<file path="src/rtl/alu_pkg.sv">
// alu_pkg: ALU opcodes and multiply sequencer state encoding shared by execute-stage blocks
package alu_pkg;
  localparam logic [2:0] ALU_ADD = 3'b000;
  localparam logic [2:0] ALU_SUB = 3'b001;
  localparam logic [2:0] ALU_AND = 3'b010;
  localparam logic [2:0] ALU_OR  = 3'b011;
  typedef enum logic [1:0] {IDLE, RUN, DONE} mul_state_t;
endpackage

</file>
<file path="src/rtl/mul_seq.sv">
// mul_seq: shift-add multiplier borrowing the shared ALU adder; MUL_SEQ_EARLY_TERM_EN stops once the multiplier is exhausted
module mul_seq
  import alu_pkg::*;
#(
  parameter int WIDTH = 32,
  parameter int CNT_W = $clog2(WIDTH)
) (
  input  logic             clk,
  input  logic             rst_n,
  input  logic             in_valid,
  output logic             in_ready,
  input  logic [WIDTH-1:0] op_a,
  input  logic [WIDTH-1:0] op_b,
  output logic             out_valid,
  input  logic             out_ready,
  output logic [WIDTH-1:0] result,
  output logic             alu_req,
  output logic [WIDTH-1:0] alu_op1,
  output logic [WIDTH-1:0] alu_op2,
  output logic [2:0]       alu_ctrl,
  input  logic [WIDTH-1:0] alu_out
);
  mul_state_t state, state_nxt;
  logic [WIDTH-1:0] acc, mcand, mplier;
  logic [CNT_W-1:0] cnt;
  logic last;

`ifdef MUL_SEQ_EARLY_TERM_EN
  assign last = (cnt == CNT_W'(WIDTH - 1)) || (mplier[WIDTH-1:1] == '0);
`else
  assign last = (cnt == CNT_W'(WIDTH - 1));
`endif

  assign result = acc;

  // state register
  always_ff @(posedge clk or negedge rst_n) begin
    if (!rst_n) state <= IDLE;
    else        state <= state_nxt;
  end

  // next state and handshake/ALU outputs; ALU operands stay zero unless the sequencer owns the mux
  always_comb begin
    state_nxt = state;
    in_ready  = 1'b0;
    out_valid = 1'b0;
    alu_req   = 1'b0;
    alu_op1   = '0;
    alu_op2   = '0;
    alu_ctrl  = ALU_ADD;
    case (state)
      IDLE: begin
        in_ready = 1'b1;
        if (in_valid) state_nxt = RUN;
      end
      RUN: begin
        alu_req = 1'b1;
        alu_op1 = acc;
        alu_op2 = mplier[0] ? mcand : '0;
        if (last) state_nxt = DONE;
      end
      DONE: begin
        out_valid = 1'b1;
        if (out_ready) state_nxt = IDLE;
      end
      default: state_nxt = IDLE;
    endcase
  end

  // operand capture on accept, then one shift-add step per RUN cycle using the ALU sum
  always_ff @(posedge clk or negedge rst_n) begin
    if (!rst_n) begin
      acc    <= '0;
      mcand  <= '0;
      mplier <= '0;
      cnt    <= '0;
    end else if (state == IDLE && in_valid) begin
      acc    <= '0;
      mcand  <= op_a;
      mplier <= op_b;
      cnt    <= '0;
    end else if (state == RUN) begin
      acc    <= alu_out;
      mcand  <= mcand << 1;
      mplier <= mplier >> 1;
      cnt    <= cnt + 1'b1;
    end
  end
endmodule
</file>
<file path="config.mk">
export PLATFORM = sky130hd
export DESIGN_NAME = mul_seq
export DESIGN_NICKNAME = d
export VERILOG_FILES = /design/src/rtl/alu_pkg.sv /design/src/rtl/mul_seq.sv
export SDC_FILE = /design/constraint.sdc
export NUM_CORES = 1
export LEC_CHECK = 0
export CORE_ASPECT_RATIO = 1.75
export CORE_MARGIN = 2
export CORE_UTILIZATION = 46
export CTS_CLUSTER_DIAMETER = 200
export CTS_CLUSTER_SIZE = 30
export DETAILED_ROUTE_END_ITERATION = 10
export GPL_ROUTABILITY_DRIVEN = 1
export HOLD_SLACK_MARGIN = 0.03
export PLACE_DENSITY_LB_ADDON = 0.2
export SETUP_SLACK_MARGIN = 0.02
export SLEW_MARGIN = 20
export SYNTH_ARGS = -nofsm -noshare
export SYNTH_HDL_FRONTEND = slang
export SYNTH_SLANG_ARGS = --single-unit
</file>
<file path="constraint.sdc">
create_clock -name clk -period 3.4 [get_ports clk]
set_input_delay 0.34 -clock clk [delete_from_list [all_inputs] [get_ports clk]]
set_output_delay 0.34 -clock clk [all_outputs]
set_load 0.05 [all_outputs]
</file>
==> reports/metrics.csv <==
stage,metric,value,unit
setup_path,"Req. time, crit path",3060,ps
clock_network,CTS tree,done,
die,row count,49,
timing,skew final,6.23,ps
yosys,Yosys Warn Count,0,
power_and_ir_drop,Tot Pwr,6.77,mW
timing,actual slew at the worst max-slew pin,790,ps
setup_path,CP arrival,2550,ps
timing,Final Cycle Share,85.1,%
yosys,Synth Instances,529,
die,Starting Density,46.6,%
timing,setup TNS,0,ps
layout,ant diodes,0,
global_route,GRT Residual Overflow,0,
power_and_ir_drop,P_leak,3.45,nW
power_and_ir_drop,Pwr per Cell Area,976,nW/um2
die,Die Wd,80.8,um
drt,Initial DRC Count,282,
clock_network,PostCTS Resize Cnt,0,
die,chip height,138,um
timing,Final Hold Fails,0,
clock_network,hold_buf cts,0,
drt,Post-Route WL,13000,um
run_status,status,"complete, no violations",
timing,RSZ-0062 raised after global routing,false,
yosys,distinct cell type count after synthesis,28,
power_and_ir_drop,"IR drop worst, VDD",0.000715,V
power_and_ir_drop,Switching Share,47.4,%
power_and_ir_drop,Reg power frac,31.0,%
yosys,Syn Std Cell Area,4740,um2
yosys,Synth area leader,dfrtp_1,
flow_run,total of max-cap violations,0,
global_route,met1 usage,28.2,%
setup_path,cell breakdown of the critical path,"nand2b_2, inv_4, buf_4, and3_1, buf_4",
setup_path,CP Class,register to output port,
global_route,met3 Use GR,5.16,%
drt,TritonRoute pass-1 iters,5,
clock_network,Num Clock Sinks,103,
yosys,Yosys top cell area share,54.4,%
placement,Placer Congestion,0.783,
power_and_ir_drop,Clock Power Share,16.1,%
global_route,initial antenna violation count,0,
drt,Vias,4325,
setup_path,CP max FO,89,
layout,layout cell share with drive strength beyond 1,10.8,%
power_and_ir_drop,Int Pwr,3.56,mW
timing,Final min period,2890,ps
yosys,post-synthesis register bit count,103,
timing,Final setup viols,0,
clock_network,clk_lat worst skew,340,ps
drt,drt drc,0,
setup_path,worst reg2reg setup slack,880,ps
setup_path,"Top cell by count, worst path",buf_4,
setup_path,critical path endpoint category,output port,
timing,Achievable Freq,0.346,GHz
global_route,pin count of the biggest net entering global routing,90,
setup_path,CP max stage cell,buf_4,
yosys,Post-Syn Area per Cell,8.96,um2
die,Core Area,10200,um2
clock_network,setup bufs post-CTS,0,
layout,Post-layout nets,803,
global_route,global-route wire length before repair,20800,um
drt,routed vias/inst,5.20,
setup_path,crit start category,register,
clock_network,TritonCTS buffer count,9,
clock_network,Worst-path clk slew,70,ps
placement,Final HPWL DP,9090,um
die,I/O pins,202,
power_and_ir_drop,logic gate share of total power,52.9,%
die,die area,11200,um2
timing,worst rel slew slack,47.3,%
setup_path,crit-path max cell delay,680,ps
placement,I/O Buffers,198,
yosys,register area share after synthesis,54.4,%
layout,Synth-to-Final Area Change,46.2,%
global_route,number of global-route vias before repair,4361,
yosys,largest cells by area after synthesis,"dfrtp_1 (54%), nand2_1 (16%), a22oi_1 (9.8%)",
global_route,layer with the highest usage,met2,
clock_network,deepest clock path buffer count,2,
global_route,GRT Overall Usage,23.5,%
clock_network,root buffer cell,clkbuf_16,
drt,DR WL/cell,15.7,um
timing,fin. max-slew vios,0,
drt,post-route ant nets,0,
clock_network,H-tree depth,3,
hold_path,worst min path class,primary input to asynchronous set/reset pin,
power_and_ir_drop,NetSw,3.21,mW
global_route,GRT met2 Usage,40.8,%
[logic make-up after synthesis]
group	synth area share, %
simple gates	28.9
other cells	0.0791
buf+inv	5.12
flops	54.4
mux	0.211
fa+ha+maj	0.528
compound gates	10.8
[power by group through the flow]
stage	Combinational [mW]	Clock (mW)	Sequential, mW
6_report	3.58	1.09	2.10
5_1_grt	3.82	1.17	2.16
4_1_cts	3.61	1.11	2.10
3_5_place_dp	3.60	0	2.11
3_3_place_gp	3.52	0	2.08
2_1_floorplan	2.18	0	2.40
[state kept, by name, indices dropped and copies added, names as in the netlist]
name,cells
mcand,32
mplier,32
result,32
cnt,5
state,2
[per-stage QoR]
stage / instances / setup slack, ps / hold WS [ps] / utilization [%] / area (um2)
floorplan: 531 / 1600 / 44.4 / - / 4750
global placement: 817 / 1000 / 447 / 65.0 / 6620
detailed placement: 817 / 857 / 458 / 65.0 / 6620
CTS: 832 / 520 / 86.9 / 68.1 / 6930
global route: 832 / 364 / 111 / 68.1 / 6930
finish: 832 / 508 / 47.0 / 68.1 / 6930
[layout make-up]
type,count,area (um2)
clock buffers,9,225
repair buffers,205,1920
well taps,127,159
clock inverters,6,92.6
inverters,2,10.0
fillers,850,3240
flip-flops and latches,103,2580
multi-input cells,380,1950
[layer usage]
| metal | part of all wire, % | vias up |
|---|---|---|
| li1 | - | 2102 |
| met4 | 2.5 | 0 |
| met5 | 0 | - |
| met1 | 38 | 2050 |
| met3 | 5.9 | 23 |
| met2 | 54 | 150 |
[worst paths after layout]
kind / cells after the start / startpoint / end
max reg2reg: 6 / state[1]$_DFFE_PN0P_ / cnt[3]$_DFFE_PN0P_
min: 1 / rst_n / mplier[19]$_DFFE_PN0P_
max: 5 / state[1]$_DFFE_PN0P_ / alu_op2[29]
max in group asynchronous: 2 / rst_n / mcand[0]$_DFFE_PN0P_
min reg2reg: 2 / mcand[31]$_DFFE_PN0P_ / mcand[31]$_DFFE_PN0P_
min in group clk: 2 / mcand[31]$_DFFE_PN0P_ / mcand[31]$_DFFE_PN0P_
[critical path: cells and delay by family, from the launching register on]
kind	cells	cell delay, ps
buffers and inverters	3	1200
flip-flops	1	430
AND/OR/NAND/NOR	2	510
[cell usage after synthesis (all sizes together)]
master / count
nand2b: 1
ha: 2
o21ai: 3
clkbuf: 18
buf: 28
conb: 1
nor2: 1
nand4: 1
nor3b: 1
nor2b: 1
nand2: 198
and3: 33
o21ba: 1
o21bai: 1
a22oi: 62
nand3: 36
mux2i: 1
inv: 2
a21oi: 1
a22o: 1
dfrtp: 103
and2: 32
or3b: 1
[layout by cell type (no fill, tap or decap), types with 2 or more instances in the layout]
cell	synthesis	final
clkdlybuf4s50_1	0	149
dfrtp_1	103	103
clkinvlp_4	0	2
nand3_1	36	36
a22oi_1	62	62
and3_1	33	33
clkbuf_16	0	9
nand2_1	198	198
inv_6	0	2
o21ai_0	3	3
ha_1	2	2
and2_1	32	32
conb_1	1	3
bufinv_16	0	2
buf_4	3	55
Note: power is estimated with default switching activity, not from simulation.
